--- config.mk ---
export PLATFORM = sky130hd
export DESIGN_NAME = muldiv_unit
export DESIGN_NICKNAME = d
export VERILOG_FILES = /design/src/rtl/muldiv_unit.sv
export SDC_FILE = /design/constraint.sdc
export NUM_CORES = 1
export LEC_CHECK = 0
export CORE_ASPECT_RATIO = 1.2
export CORE_MARGIN = 4
export CORE_UTILIZATION = 40
export CTS_CLUSTER_DIAMETER = 80
export CTS_CLUSTER_SIZE = 28
export DETAILED_ROUTE_END_ITERATION = 8
export GPL_ROUTABILITY_DRIVEN = 0
export PLACE_DENSITY = 0.62
export SLEW_MARGIN = 25
export SYNTH_ARGS = -nofsm -noshare
export SYNTH_HDL_FRONTEND = slang
export SYNTH_SLANG_ARGS = --single-unit
export TNS_END_PERCENT = 1
--- constraint.sdc ---
create_clock -name Clock -period 3 [get_ports Clock]
set_input_delay 0.9 -clock Clock [delete_from_list [all_inputs] [get_ports Clock]]
set_output_delay 0.9 -clock Clock [all_outputs]
set_load 0.005 [all_outputs]
--- src/rtl/muldiv_unit.sv ---
`default_nettype none
// ============================================================================
// Module   : muldiv_unit
// Purpose  : Iterative RV32M multiply/divide unit, WIDTH-generic. It produces
//            one result bit per cycle. Valid/ready handshakes on both sides
//            let the execute stage stall on in_ready and out_valid.
// Ports    : Clock     - single clock, all state on the rising edge
//            Reset     - synchronous, active-high; clears all state and Out
//            Kill      - pipeline flush, aborts any operation in flight
//            in_valid  - request valid
//            in_ready  - unit idle and not being flushed
//            funct     - 000 MUL, 001 MULH, 010 MULHSU, 011 MULHU,
//                        100 DIV, 101 DIVU, 110 REM,    111 REMU
//            A, B      - rs1/dividend/multiplicand, rs2/divisor/multiplier
//            out_valid - result valid, held until out_ready
//            out_ready - consumer accepts result
//            Out       - result
// Config   : MULDIV_EARLY_OUT_EN - when defined, divide-by-zero, signed
//            overflow and multiply-by-zero finish straight from PREP
//            (out_valid in cycle 2). Results are identical either way.
// Revision : 1.0 - initial release
// ============================================================================
module muldiv_unit #(
    parameter int WIDTH = 32,
    parameter int CNT_W = $clog2(WIDTH) + 1
) (
    input  logic             Clock,
    input  logic             Reset,
    input  logic             Kill,
    input  logic             in_valid,
    output logic             in_ready,
    input  logic [2:0]       funct,
    input  logic [WIDTH-1:0] A,
    input  logic [WIDTH-1:0] B,
    output logic             out_valid,
    input  logic             out_ready,
    output logic [WIDTH-1:0] Out
);

    localparam logic [2:0] c_ST_IDLE = 3'd0;
    localparam logic [2:0] c_ST_PREP = 3'd1;
    localparam logic [2:0] c_ST_CALC = 3'd2;
    localparam logic [2:0] c_ST_FIX  = 3'd3;
    localparam logic [2:0] c_ST_DONE = 3'd4;

    localparam logic [CNT_W-1:0] c_CNT_INIT = CNT_W'(WIDTH);
    localparam logic [CNT_W-1:0] c_CNT_LAST = CNT_W'(1);
    localparam logic [WIDTH-1:0] c_MIN_INT  = {1'b1, {(WIDTH-1){1'b0}}};

    logic [2:0]         r_state;
    logic [2:0]         r_funct;
    logic [WIDTH-1:0]   r_a;            // raw A until PREP, then |A|
    logic [WIDTH-1:0]   r_b;            // raw B until PREP, then |B|
    logic [2*WIDTH-1:0] r_acc;          // mul: product/multiplier, div: rem/quotient
    logic [CNT_W-1:0]   r_cnt;
    logic               r_neg_res;      // negate product or quotient in FIX
    logic               r_neg_rem;      // negate remainder in FIX
    logic               r_special;      // architectural corner case detected
    logic [WIDTH-1:0]   r_special_val;
    logic [WIDTH-1:0]   r_out;
    logic               r_out_valid;

    // ------------------------------------------------------------------
    // Operand decode (valid while in PREP, when r_a/r_b still hold raw A/B)
    // ------------------------------------------------------------------
    logic               w_is_div;
    logic               w_signed_a;
    logic               w_signed_b;
    logic               w_sa;
    logic               w_sb;
    logic [WIDTH-1:0]   w_mag_a;
    logic [WIDTH-1:0]   w_mag_b;
    logic               w_div_zero;
    logic               w_ovf;
    logic               w_mul_zero;
    logic               w_special;
    logic [WIDTH-1:0]   w_special_val;

    assign w_is_div   = r_funct[2];
    assign w_signed_a = w_is_div ? ~r_funct[0] : (r_funct[1:0] != 2'b11);
    assign w_signed_b = w_is_div ? ~r_funct[0] : ~r_funct[1];
    assign w_sa       = w_signed_a & r_a[WIDTH-1];
    assign w_sb       = w_signed_b & r_b[WIDTH-1];
    assign w_mag_a    = w_sa ? -r_a : r_a;
    assign w_mag_b    = w_sb ? -r_b : r_b;

    assign w_div_zero = w_is_div & (r_b == '0);
    assign w_ovf      = w_is_div & ~r_funct[0] & (r_a == c_MIN_INT) & (&r_b);
    assign w_mul_zero = ~w_is_div & ((r_a == '0) | (r_b == '0));
    assign w_special  = w_div_zero | w_ovf | w_mul_zero;

    // funct[1] separates remainder from quotient for the divide opcodes.
    always_comb begin
        w_special_val = '0;
        if (w_div_zero) begin
            w_special_val = r_funct[1] ? r_a : '1;
        end else if (w_ovf) begin
            w_special_val = r_funct[1] ? '0 : r_a;
        end
    end

    // ------------------------------------------------------------------
    // Iteration datapath
    // ------------------------------------------------------------------
    // Shift-add multiply: the multiplier sits in the low half and is
    // consumed LSB first while partial sums enter from the top.
    logic [WIDTH:0]     w_add;
    logic [2*WIDTH-1:0] w_mul_next;

    assign w_add      = {1'b0, r_acc[2*WIDTH-1:WIDTH]} +
                        (r_acc[0] ? {1'b0, r_a} : {(WIDTH+1){1'b0}});
    assign w_mul_next = {w_add, r_acc[WIDTH-1:1]};

    // Restoring divide: the dividend shifts out of the low half into a
    // WIDTH+1 bit trial remainder, quotient bits shift in at the bottom.
    // When the trial is >= divisor the true difference fits WIDTH bits.
    logic [WIDTH:0]     w_trial;
    logic               w_ge;
    logic [WIDTH-1:0]   w_sub;
    logic [2*WIDTH-1:0] w_div_next;

    assign w_trial    = {r_acc[2*WIDTH-1:WIDTH], r_acc[WIDTH-1]};
    assign w_ge       = (w_trial >= {1'b0, r_b});
    assign w_sub      = w_trial[WIDTH-1:0] - r_b;
    assign w_div_next = {(w_ge ? w_sub : w_trial[WIDTH-1:0]), r_acc[WIDTH-2:0], w_ge};

    // ------------------------------------------------------------------
    // Sign fix-up and result select
    // ------------------------------------------------------------------
    logic [2*WIDTH-1:0] w_prod_fix;
    logic [WIDTH-1:0]   w_quo_fix;
    logic [WIDTH-1:0]   w_rem_fix;
    logic [WIDTH-1:0]   w_result;

    assign w_prod_fix = r_neg_res ? -r_acc : r_acc;
    assign w_quo_fix  = r_neg_res ? -r_acc[WIDTH-1:0] : r_acc[WIDTH-1:0];
    assign w_rem_fix  = r_neg_rem ? -r_acc[2*WIDTH-1:WIDTH] : r_acc[2*WIDTH-1:WIDTH];

    always_comb begin
        w_result = w_prod_fix[WIDTH-1:0];
        case (r_funct)
            3'b000:                 w_result = w_prod_fix[WIDTH-1:0];
            3'b001, 3'b010, 3'b011: w_result = w_prod_fix[2*WIDTH-1:WIDTH];
            3'b100, 3'b101:         w_result = w_quo_fix;
            default:                w_result = w_rem_fix;
        endcase
        if (r_special) begin
            w_result = r_special_val;
        end
    end

    // ------------------------------------------------------------------
    // Control FSM
    // ------------------------------------------------------------------
    always_ff @(posedge Clock) begin
        if (Reset) begin
            r_state       <= c_ST_IDLE;
            r_funct       <= '0;
            r_a           <= '0;
            r_b           <= '0;
            r_acc         <= '0;
            r_cnt         <= '0;
            r_neg_res     <= 1'b0;
            r_neg_rem     <= 1'b0;
            r_special     <= 1'b0;
            r_special_val <= '0;
            r_out         <= '0;
            r_out_valid   <= 1'b0;
        end else if (Kill) begin
            // Flush discards work in flight but leaves Out as it was.
            r_state     <= c_ST_IDLE;
            r_out_valid <= 1'b0;
        end else begin
            case (r_state)
                c_ST_IDLE: begin
                    if (in_valid) begin
                        r_funct <= funct;
                        r_a     <= A;
                        r_b     <= B;
                        r_state <= c_ST_PREP;
                    end
                end
                c_ST_PREP: begin
                    r_a           <= w_mag_a;
                    r_b           <= w_mag_b;
                    r_acc         <= {{WIDTH{1'b0}}, (w_is_div ? w_mag_a : w_mag_b)};
                    r_neg_res     <= w_sa ^ w_sb;
                    r_neg_rem     <= w_sa;
                    r_cnt         <= c_CNT_INIT;
                    r_special     <= w_special;
                    r_special_val <= w_special_val;
                    r_state       <= c_ST_CALC;
`ifdef MULDIV_EARLY_OUT_EN
                    if (w_special) begin
                        r_out       <= w_special_val;
                        r_out_valid <= 1'b1;
                        r_state     <= c_ST_DONE;
                    end
`endif
                end
                c_ST_CALC: begin
                    r_acc <= w_is_div ? w_div_next : w_mul_next;
                    r_cnt <= r_cnt - c_CNT_LAST;
                    if (r_cnt == c_CNT_LAST) begin
                        r_state <= c_ST_FIX;
                    end
                end
                c_ST_FIX: begin
                    r_out       <= w_result;
                    r_out_valid <= 1'b1;
                    r_state     <= c_ST_DONE;
                end
                c_ST_DONE: begin
                    if (out_ready) begin
                        r_out_valid <= 1'b0;
                        r_state     <= c_ST_IDLE;
                    end
                end
                default: begin
                    r_out_valid <= 1'b0;
                    r_state     <= c_ST_IDLE;
                end
            endcase
        end
    end

    assign in_ready  = (r_state == c_ST_IDLE) && !Kill;
    assign out_valid = r_out_valid;
    assign Out       = r_out;

endmodule
`default_nettype wire

# Word-level counts from Yosys, hierarchy flattened
# Index checks and enable logic that the tools add are counted.
dict set report word_totals {
  regBits 208
  latchBits 0
  ramBits 0
  mem_bits_ro 0
  input_bits 72
  word_cells 101
  mem_count 0
}
dict set report op_classes {
  add_sub_neg 8
  n_mul 0
  div 0
  magnitude_cmp 1
  n_eq_ne 15
  shift 0
  muxes 29
  bitwise_logic 16
  n_reduce_logical 20
}
# op count
set ops {}
lappend ops {{32-bit two-way mux} 14}
lappend ops {{64-bit two-way mux} 2}
lappend ops {{32-bit negation} 4}
lappend ops {{32-bit case mux with 2 select lines} 2}
lappend ops {{64-bit case mux with 2 select lines} 1}
lappend ops {{32-bit case mux with 3 select lines} 1}
lappend ops {{32-bit zero test} 2}
lappend ops {{64-bit negation} 1}
lappend ops {{32-bit by 32-bit adder with 33-bit output} 1}
lappend ops {{33-bit by 32-bit greater-or-equal comparator with 1-bit output} 1}
lappend ops {{32-bit equality test (second input constant)} 1}
lappend ops {{32-bit AND reduction} 1}
lappend ops {{32-bit subtractor} 1}
lappend ops {{3-bit case mux with 5 select lines} 1}
lappend ops {{3-bit by 2-bit equality test with 1-bit output (second input constant)} 4}
lappend ops {{6-bit case mux with 2 select lines} 1}
lappend ops {{3-bit equality test (second input constant)} 3}
lappend ops {{3-bit two-way mux} 3}
lappend ops {{3-bit AND reduction} 3}
lappend ops {{2-bit inequality test (second input constant)} 4}
lappend ops {{2-bit AND reduction} 4}
lappend ops {{1-bit AND} 7}
lappend ops {{3-bit by 1-bit equality test with 1-bit output (second input constant)} 2}
lappend ops {{6-bit by 1-bit equality test with 1-bit output (second input constant)} 1}
lappend ops {{other kinds (12)} 24}

# Longest topological paths before layout
# Gate-level depths: netlist (run 1).
dict set report depth {
  depth_word 6
  depth_mapped 16
  ltp_nobuf 14
}

# Least setup slack after synthesis (run 1)
# No wires, ideal clock.
dict set report synth_timing {
  path_kind {register to register}
  startpoint {register r_acc[0]}
  endpoint {register r_acc[56]}
  t_arrival_ns 3.089
  path_slack_ns -0.210
  stages_incl_launch_ff 15
  synth_period_minus_slack_ns 3.210
  cell_sequence {dfxtp_1 -> clkbuf_1 -> clkbuf_1 -> inv_1 -> nor2_1 -> ha_1 -> a211oi_1 -> o21ai_0 -> nand4b_1 -> o21ai_0 -> nor2_1 -> o31ai_1 -> a21boi_0 -> xnor2_1 -> a221o_1}
}
dict set report synth_between {
  elab_chain_len 4
}
# item line_no
set synth_lines {}
lappend synth_lines {{start, declared} 54} ;# logic [2*WIDTH-1:0] r_acc;
lappend synth_lines {{start signal, assigned} 186} ;# r_acc <= {{WIDTH{1'b0}}, (w_is_div ? w_mag_a : w_mag_b)};
lappend synth_lines {{start signal, assigned} 202} ;# r_acc <= w_is_div ? w_div_next : w_mul_next;
lappend synth_lines {{32-bit two-way mux} 111} ;# (r_acc[0] ? {1'b0, r_a} : {(WIDTH+1){1'b0}});
lappend synth_lines {{32-bit by 32-bit adder with 33-bit output} 110} ;# assign w_add = {1'b0, r_acc[2*WIDTH-1:WIDTH]} +
lappend synth_lines {{64-bit two-way mux} 202}
lappend synth_lines {{64-bit case mux with 2 select lines} 174} ;# case (r_state)
# No other way between the ends.
# A chain may end at the register's enable or synchronous reset.

# Final worst setup path (run 1)
dict set report layout_timing {
  startpoint {register r_acc[22]}
  endpoint {register r_out[13] (netlist: Out[13])}
}
dict set report layout_between {
  elab_chain_len 4
}
# item line_no
set layout_lines {}
lappend layout_lines {{64-bit negation} 135} ;# assign w_prod_fix = r_neg_res ? -r_acc : r_acc;
lappend layout_lines {{64-bit two-way mux} 135}
lappend layout_lines {{32-bit case mux with 3 select lines} 141} ;# case (r_funct)
lappend layout_lines {{32-bit two-way mux} 147} ;# if (r_special) begin
lappend layout_lines {{end signal, assigned} 209} ;# r_out <= w_result;
lappend layout_lines {{end, declared} 60} ;# logic [WIDTH-1:0] r_out;
# No other way between the ends.

==> impl_metrics.env, run 1 <==
export IMPL_status="finished, violations left"
export IMPL_violations="negative setup slack"
export IMPL_slew_viol_final=0
export IMPL_core_um2=43100
export IMPL_initial_core_util=0.408
export IMPL_tightest_slew_ns=0.875
export IMPL_antenna_found_initial=2
export IMPL_die_area_um2=47400
export IMPL_cp_end_kind="flop"
export IMPL_switching_share=0.356
export IMPL_power_switching_mw=2.96
export IMPL_critPathMaxStageDelay_ns=0.54
export IMPL_setup_viol=26
export IMPL_rsz0062_at_grt="yes"
export IMPL_ys_types=72
export IMPL_cp_slowest_cell="or4_4"
export IMPL_synth_fp_nets=2643
export IMPL_final_common_cell="buf_4"
export IMPL_vias_per_cell=6.25
export IMPL_track_usage=0.316
export IMPL_die_h_um=238
export IMPL_dp_slack_ns=-0.354
export IMPL_clockBufferDepth=3
export IMPL_grt_overflow=0
export IMPL_path_buf_inv=1
export IMPL_min_delay_path_class="flop to flop"
export IMPL_leakage_nw=9.38
export IMPL_ios=106
export IMPL_placedCellCount=3341
export IMPL_regArea_um2=4180
export IMPL_synthesis_instances=2498
export IMPL_clkLatencyLatePin_ns=0.53
export IMPL_final_core_util=0.530
export IMPL_io_buffer_count=105
export IMPL_htree_levels=1
export IMPL_grt_pass1_vias=19649
export IMPL_drcViolationCount=0
export IMPL_avgSynthCellArea_um2=7.04
export IMPL_ys_seq_area_frac=0.237
export IMPL_final_cell_mix="buf_4 (382), nor2_1 (327), a21oi_1 (238), dfxtp_1 (196), nand2_1 (195)"
export IMPL_fin_cells=3379
export IMPL_pwr_share_clk=0.327
export IMPL_cpLargestDelayFamily="simple AND/OR/NAND/NOR gates"
export IMPL_vias=21128
export IMPL_cts_tree="yes"
export IMPL_synth_edf_count=0
export IMPL_cp_arrival_ns=3.56
export IMPL_drive_above_1_share=0.200
export IMPL_wl_per_cell_um=23.4
export IMPL_hold_path_depth=2
export IMPL_synth_async_sr_flop_share=0
export IMPL_max_freq_ghz=0.315
export IMPL_dr_pass1_iters=6
export IMPL_crit_type="flop to flop"
export IMPL_die_x_um=199
export IMPL_n_fill_cell=4131
export IMPL_synth_top_flop_cell="dfxtp_1"
export IMPL_finalWorstPathRequiredPeriod_ns=3.17
export IMPL_area_growth_pct=29.9
export IMPL_cts_clk_slew_worst_paths_ns=0.10
export IMPL_reg2reg_depth=10
export IMPL_internal_power_mw=5.35
export IMPL_setup_slack_ns=-0.173
export IMPL_comb_power_share=0.322
export IMPL_synth_warning_count=0
export IMPL_cp_max_fo=7
export IMPL_peakVddDrop_uv=385
export IMPL_p_per_area_nw_per_um2=364
export IMPL_drv_cap=0
export IMPL_hpwl_um=61900
export IMPL_fin_nets=2959
export IMPL_cp_start_kind="flop"
export IMPL_relSlewSlack=0.416
export IMPL_cts_inserted_buffers=17
export IMPL_post_route_period_util=1.06
export IMPL_routed_wl_um=78900
export IMPL_grt_max_degree=112
export IMPL_clockRootBuffer="clkbuf_16"
export IMPL_synth_seq_cells=208
export IMPL_path_depth=10
export IMPL_fp_row_count=83
export IMPL_synth_area_um2=17600
export IMPL_cp_required_ns=3.39
export IMPL_hold_violations=0
export IMPL_power_frac_seq=0.352
export IMPL_finClkSkew_ns=0.0288
export IMPL_final_setup_tns_ns=-2.11
export IMPL_multi_input_area_um2=12900
export IMPL_path_cells="or4_4 > or4_4 > or4_4 > buf_4 > o41ai_4 > xnor2_1 > a221oi_2 > nor3_2 > a211oi_2 > nor3_1"
export IMPL_grt_pass1_wl_um=117000
export IMPL_drt_iter0_markers=2632
export IMPL_ant_nets=0
export IMPL_clock_sinks=208
export IMPL_crit_top_cell="or4_4"
==> logic make-up (layout without fill, tap and decap cells) <==
group	count (synthesis)	after routing	synth area share
AOI/OAI and AO/OA	825	825	0.298
other	0	2	0
muxes	30	30	0.0209
xor gates and xnor gates	181	181	0.0901
DFF	208	208	0.237
buffers and inverters	283	610	0.0617
adders and majority gates	73	73	0.0528
and+or+nand+nor	898	898	0.239
==> metrics by stage <==
stage	instance area, um2	power (mW)	hold WS (ns)
2_1_floorplan	17600	4.33	0.416
4_1_cts	22500	8.16	0.459
6_report	22900	8.31	0.455
5_1_grt	22900	8.56	0.476
3_3_place_gp	21700	5.42	0.433
3_5_place_dp	21700	5.45	0.443
==> power groups by stage <==
stage                     sequential, mW  combinational (mW)  clock [mW]
final                               2.92                2.67        2.72
after global routing                2.92                2.84        2.79
after CTS                           2.91                2.53        2.72
after detailed placement            2.98                2.47           0
after global placement              2.98                2.44           0
after floorplan                     2.96                1.37           0
==> area by class of cell <==
type | instances | share of cell area
diodes | 2 | 0.000219
clock buffers | 18 | 0.0188
clock inverters | 12 | 0.00881
inverters | 79 | 0.0130
multi-input cells | 2007 | 0.563
flip-flops and latches | 208 | 0.183
well taps | 552 | 0.0302
repair buffers | 501 | 0.183
==> final timing paths <==
| path | from | end | slack, ns |
|---|---|---|---|
| max reg2reg | r_acc[22]$_SDFFE_PP0P_ | Out[13]$_SDFFE_PP0P_ | -0.17 |
| min reg2reg | Out[11]$_SDFFE_PP0P_ | Out[11]$_SDFFE_PP0P_ | 0.46 |
| min | Out[11]$_SDFFE_PP0P_ | Out[11]$_SDFFE_PP0P_ | 0.46 |
| max | r_acc[22]$_SDFFE_PP0P_ | Out[13]$_SDFFE_PP0P_ | -0.17 |
==> cell usage after synthesis (all sizes together), types with 28 or more instances <==
cell	instances	share of area
nand2	196	0.042
a21oi	250	0.071
nand4	31	0.011
o31ai	37	0.016
a31oi	28	0.010
nand3	41	0.012
or3	29	0.011
a22oi	28	0.012
inv	79	0.017
xnor2	122	0.061
nor4	37	0.014
and2	39	0.014
nor2	334	0.071
o21ai	186	0.053
nor3	98	0.028
clkbuf	188	0.040
dfxtp	208	0.24
xor2	59	0.029
a211oi	83	0.035
ha	71	0.050
==> per-layer routing <==
| metal | GRT usage | part of all wire |
|---|---|---|
| met5 | 0 | 0.00014 |
| met4 | 0.196 | 0.083 |
| met3 | 0.0459 | 0.093 |
| met2 | 0.493 | 0.44 |
| met1 | 0.411 | 0.38 |
==> registers in the layout, indices dropped and copies added (netlist names) <==
| name | cells |
|---|---|
| r_acc | 64 |
| Out | 32 |
| r_a | 32 |
| r_b | 32 |
| r_special_val | 32 |
| r_cnt | 6 |
| r_funct | 3 |
| r_state | 3 |
| out_valid | 1 |
| r_neg_rem | 1 |
| r_neg_res | 1 |
| r_special | 1 |
==> worst register-to-register path, stage by stage (launching register included) <==
cell	delay (ns)
dfxtp_1	0.32
or4_4	0.54
or4_4	0.44
or4_4	0.52
buf_4	0.19
o41ai_4	0.22
xnor2_1	0.13
a221oi_2	0.32
nor3_2	0.08
a211oi_2	0.21
nor3_1	0.07
==> repair_timing <==
action | in CTS | in global routing
setup endpoints to repair | 62 | 103
pin swaps | 22 | 34
resized for setup | 53 | 81
buffers inserted | 0 | 5
hold buffers | 0 | 0
Power figures use the tool's default switching activity.
==> inputs of run 2 (changes only) <==
--- a/config.mk
+++ b/config.mk
@@ -5,7 +5,7 @@
 export SDC_FILE = /design/constraint.sdc
 export NUM_CORES = 1
 export LEC_CHECK = 0
-export CORE_ASPECT_RATIO = 1.2
+export CORE_ASPECT_RATIO = 1.75
 export CORE_MARGIN = 4
 export CORE_UTILIZATION = 40
 export CTS_CLUSTER_DIAMETER = 80
==> impl_metrics.env, run 2 (same netlist as run 1, synthesis figures left out) <==
export IMPL_status="finished, violations left"
export IMPL_violations="negative setup slack"
export IMPL_clockRootBuffer="clkbuf_16"
export IMPL_cp_max_fo=7
export IMPL_cp_slowest_cell="or4_4"
export IMPL_crit_type="flop to flop"
export IMPL_drt_iter0_markers=1933
export IMPL_cp_required_ns=3.37
export IMPL_setup_slack_ns=-0.261
export IMPL_io_buffer_count=105
export IMPL_clkLatencyLatePin_ns=0.53
export IMPL_top_register="r_acc"
export IMPL_hpwl_um=66000
export IMPL_grt_max_degree=70
export IMPL_cts_clk_slew_worst_paths_ns=0.11
export IMPL_finalWorstPathRequiredPeriod_ns=3.26
export IMPL_vias_per_cell=6.32
export IMPL_die_x_um=167
export IMPL_cts_tree="yes"
export IMPL_path_cells="or4_4 > or4_4 > or4_4 > buf_4 > o41ai_4 > xnor2_1 > a221oi_2 > nor3_1 > a211oi_1 > nor3_1"
export IMPL_relSlewSlack=0.394
export IMPL_grt_pass1_wl_um=125000
export IMPL_min_delay_path_class="flop to flop"
export IMPL_fp_row_count=101
export IMPL_cts_setup_buffers=0
export IMPL_clockBufferDepth=3
export IMPL_routed_wl_um=85600
export IMPL_hold_ws_ns=0.451
export IMPL_wl_per_cell_um=25.2
export IMPL_post_route_period_util=1.09
export IMPL_cp_end_kind="flop"
export IMPL_track_usage=0.341
export IMPL_slew_viol_final=0
export IMPL_largest_reg_flops=64
export IMPL_grt_overflow=0
export IMPL_dr_pass1_iters=6
export IMPL_max_freq_ghz=0.307
export IMPL_finClkSkew_ns=0.0403
export IMPL_die_h_um=285
export IMPL_area_growth_pct=29.7
export IMPL_core_um2=43500
export IMPL_drive_above_1_share=0.205
export IMPL_p_per_area_nw_per_um2=337
export IMPL_fin_nets=2960
export IMPL_drcViolationCount=0
export IMPL_die_area_um2=47500
export IMPL_clock_sinks=208
export IMPL_grt_pass1_vias=20319
export IMPL_crit_top_cell="or4_4"
export IMPL_peakVddDrop_uv=499
export IMPL_critPathMaxStageDelay_ns=0.53
export IMPL_ant_nets=0
export IMPL_antenna_found_initial=9
export IMPL_setup_viol=36
export IMPL_hold_violations=0
export IMPL_tightest_slew_ns=0.907
export IMPL_cts_inserted_buffers=12
export IMPL_initial_core_util=0.405
export IMPL_final_core_util=0.525
export IMPL_cp_start_kind="flop"
export IMPL_vias=21449
export IMPL_fin_cells=3393
export IMPL_final_common_cell="buf_4"
export IMPL_ios=106
export IMPL_drv_cap=0
export IMPL_htree_levels=1
export IMPL_final_cell_mix="buf_4 (386), nor2_1 (327), a21oi_1 (243), nand2_1 (196), dfxtp_1 (190)"
export IMPL_cp_arrival_ns=3.64
export IMPL_path_buf_inv=1
export IMPL_placedCellCount=3367
export IMPL_cpLargestDelayFamily="simple AND/OR/NAND/NOR gates"
export IMPL_leakage_nw=9.31
export IMPL_rsz0062_at_grt="yes"
-- run 2: cell types whose count changed in the layout (fill, tap and decap cells not counted), moves of 5 or more --
cell | previous run | this run
a211oi_1 | 73 | 79
ha_4 | 1 | 12
inv_2 | 4 | 15
dfxtp_1 | 196 | 190
ha_1 | 65 | 55
diode_2 | 2 | 7
a211oi_2 | 10 | 4
dfxtp_2 | 11 | 17
inv_1 | 75 | 64
o21ai_1 | 19 | 24
a21oi_1 | 238 | 243
o21ai_0 | 162 | 155
-- run 2: final timing paths --
kind	slack, ns	endpoint	depth (start not counted)	start
setup / recovery	-0.26	Out[13]$_SDFFE_PP0P_	10	r_acc[22]$_SDFFE_PP0P_
hold / removal	0.45	r_special_val[17]$_SDFFE_PP0P_	2	r_special_val[17]$_SDFFE_PP0P_
setup reg to reg	-0.26	Out[13]$_SDFFE_PP0P_	10	r_acc[22]$_SDFFE_PP0P_
hold reg to reg	0.45	r_special_val[17]$_SDFFE_PP0P_	2	r_special_val[17]$_SDFFE_PP0P_
-- run 2: layout make-up --
cell class	instances	area, um2
fill	4282	20700
multi-input combinational	2007	13000
timing repair buffer	507	4250
sequential	208	4190
tap	566	708
clock buffer	13	325
inverter	79	297
clock inverter	6	75.1
antenna	7	17.5
-- run 2: routing by layer --
layer  share of wire  vias up  wire, um  GRT usage
met2            0.46     1215     39700      0.582
met1            0.33    10103     28500      0.354
met5         0.00032        -        27          0
met4            0.13        4     11100      0.315
met3           0.074      398      6300     0.0554
li1                -     9729         -          -
-- run 2: worst reg2reg max path, stage by stage (launching register included) --
cell and delay, ns:
dfxtp_2 0.34, or4_4 0.53, or4_4 0.44, or4_4 0.50, buf_4 0.18, o41ai_4 0.34
xnor2_1 0.13, a221oi_2 0.27, nor3_1 0.08, a211oi_1 0.23, nor3_1 0.08
-- run 2: per-stage QoR --
| stage | total power [mW] | setup TNS (ns) | setup WS [ns] | cell area (um2) |
|---|---|---|---|---|
| floorplan | 4.33 | -2.47 | -0.206 | 17600 |
| global placement | 5.49 | -4.41 | -0.397 | 21800 |
| detailed placement | 5.52 | -5.92 | -0.358 | 21800 |
| CTS | 7.54 | -4.13 | -0.205 | 22500 |
| global route | 7.95 | -9.32 | -0.426 | 22800 |
| finish | 7.70 | -4.61 | -0.261 | 22800 |
-- run 2: what timing repair did --
action	CTS	global route
pin swaps	13	11
setup endpoints to repair	104	119
hold buffers	0	0
gates resized for setup	66	92
-- run 2: power breakdown --
group / internal (mW) / total (mW) / switching, mW
Combinational: 1.13 / 2.72 / 1.59
Sequential: 2.84 / 2.95 / 0.118
Clock: 0.903 / 2.02 / 1.12
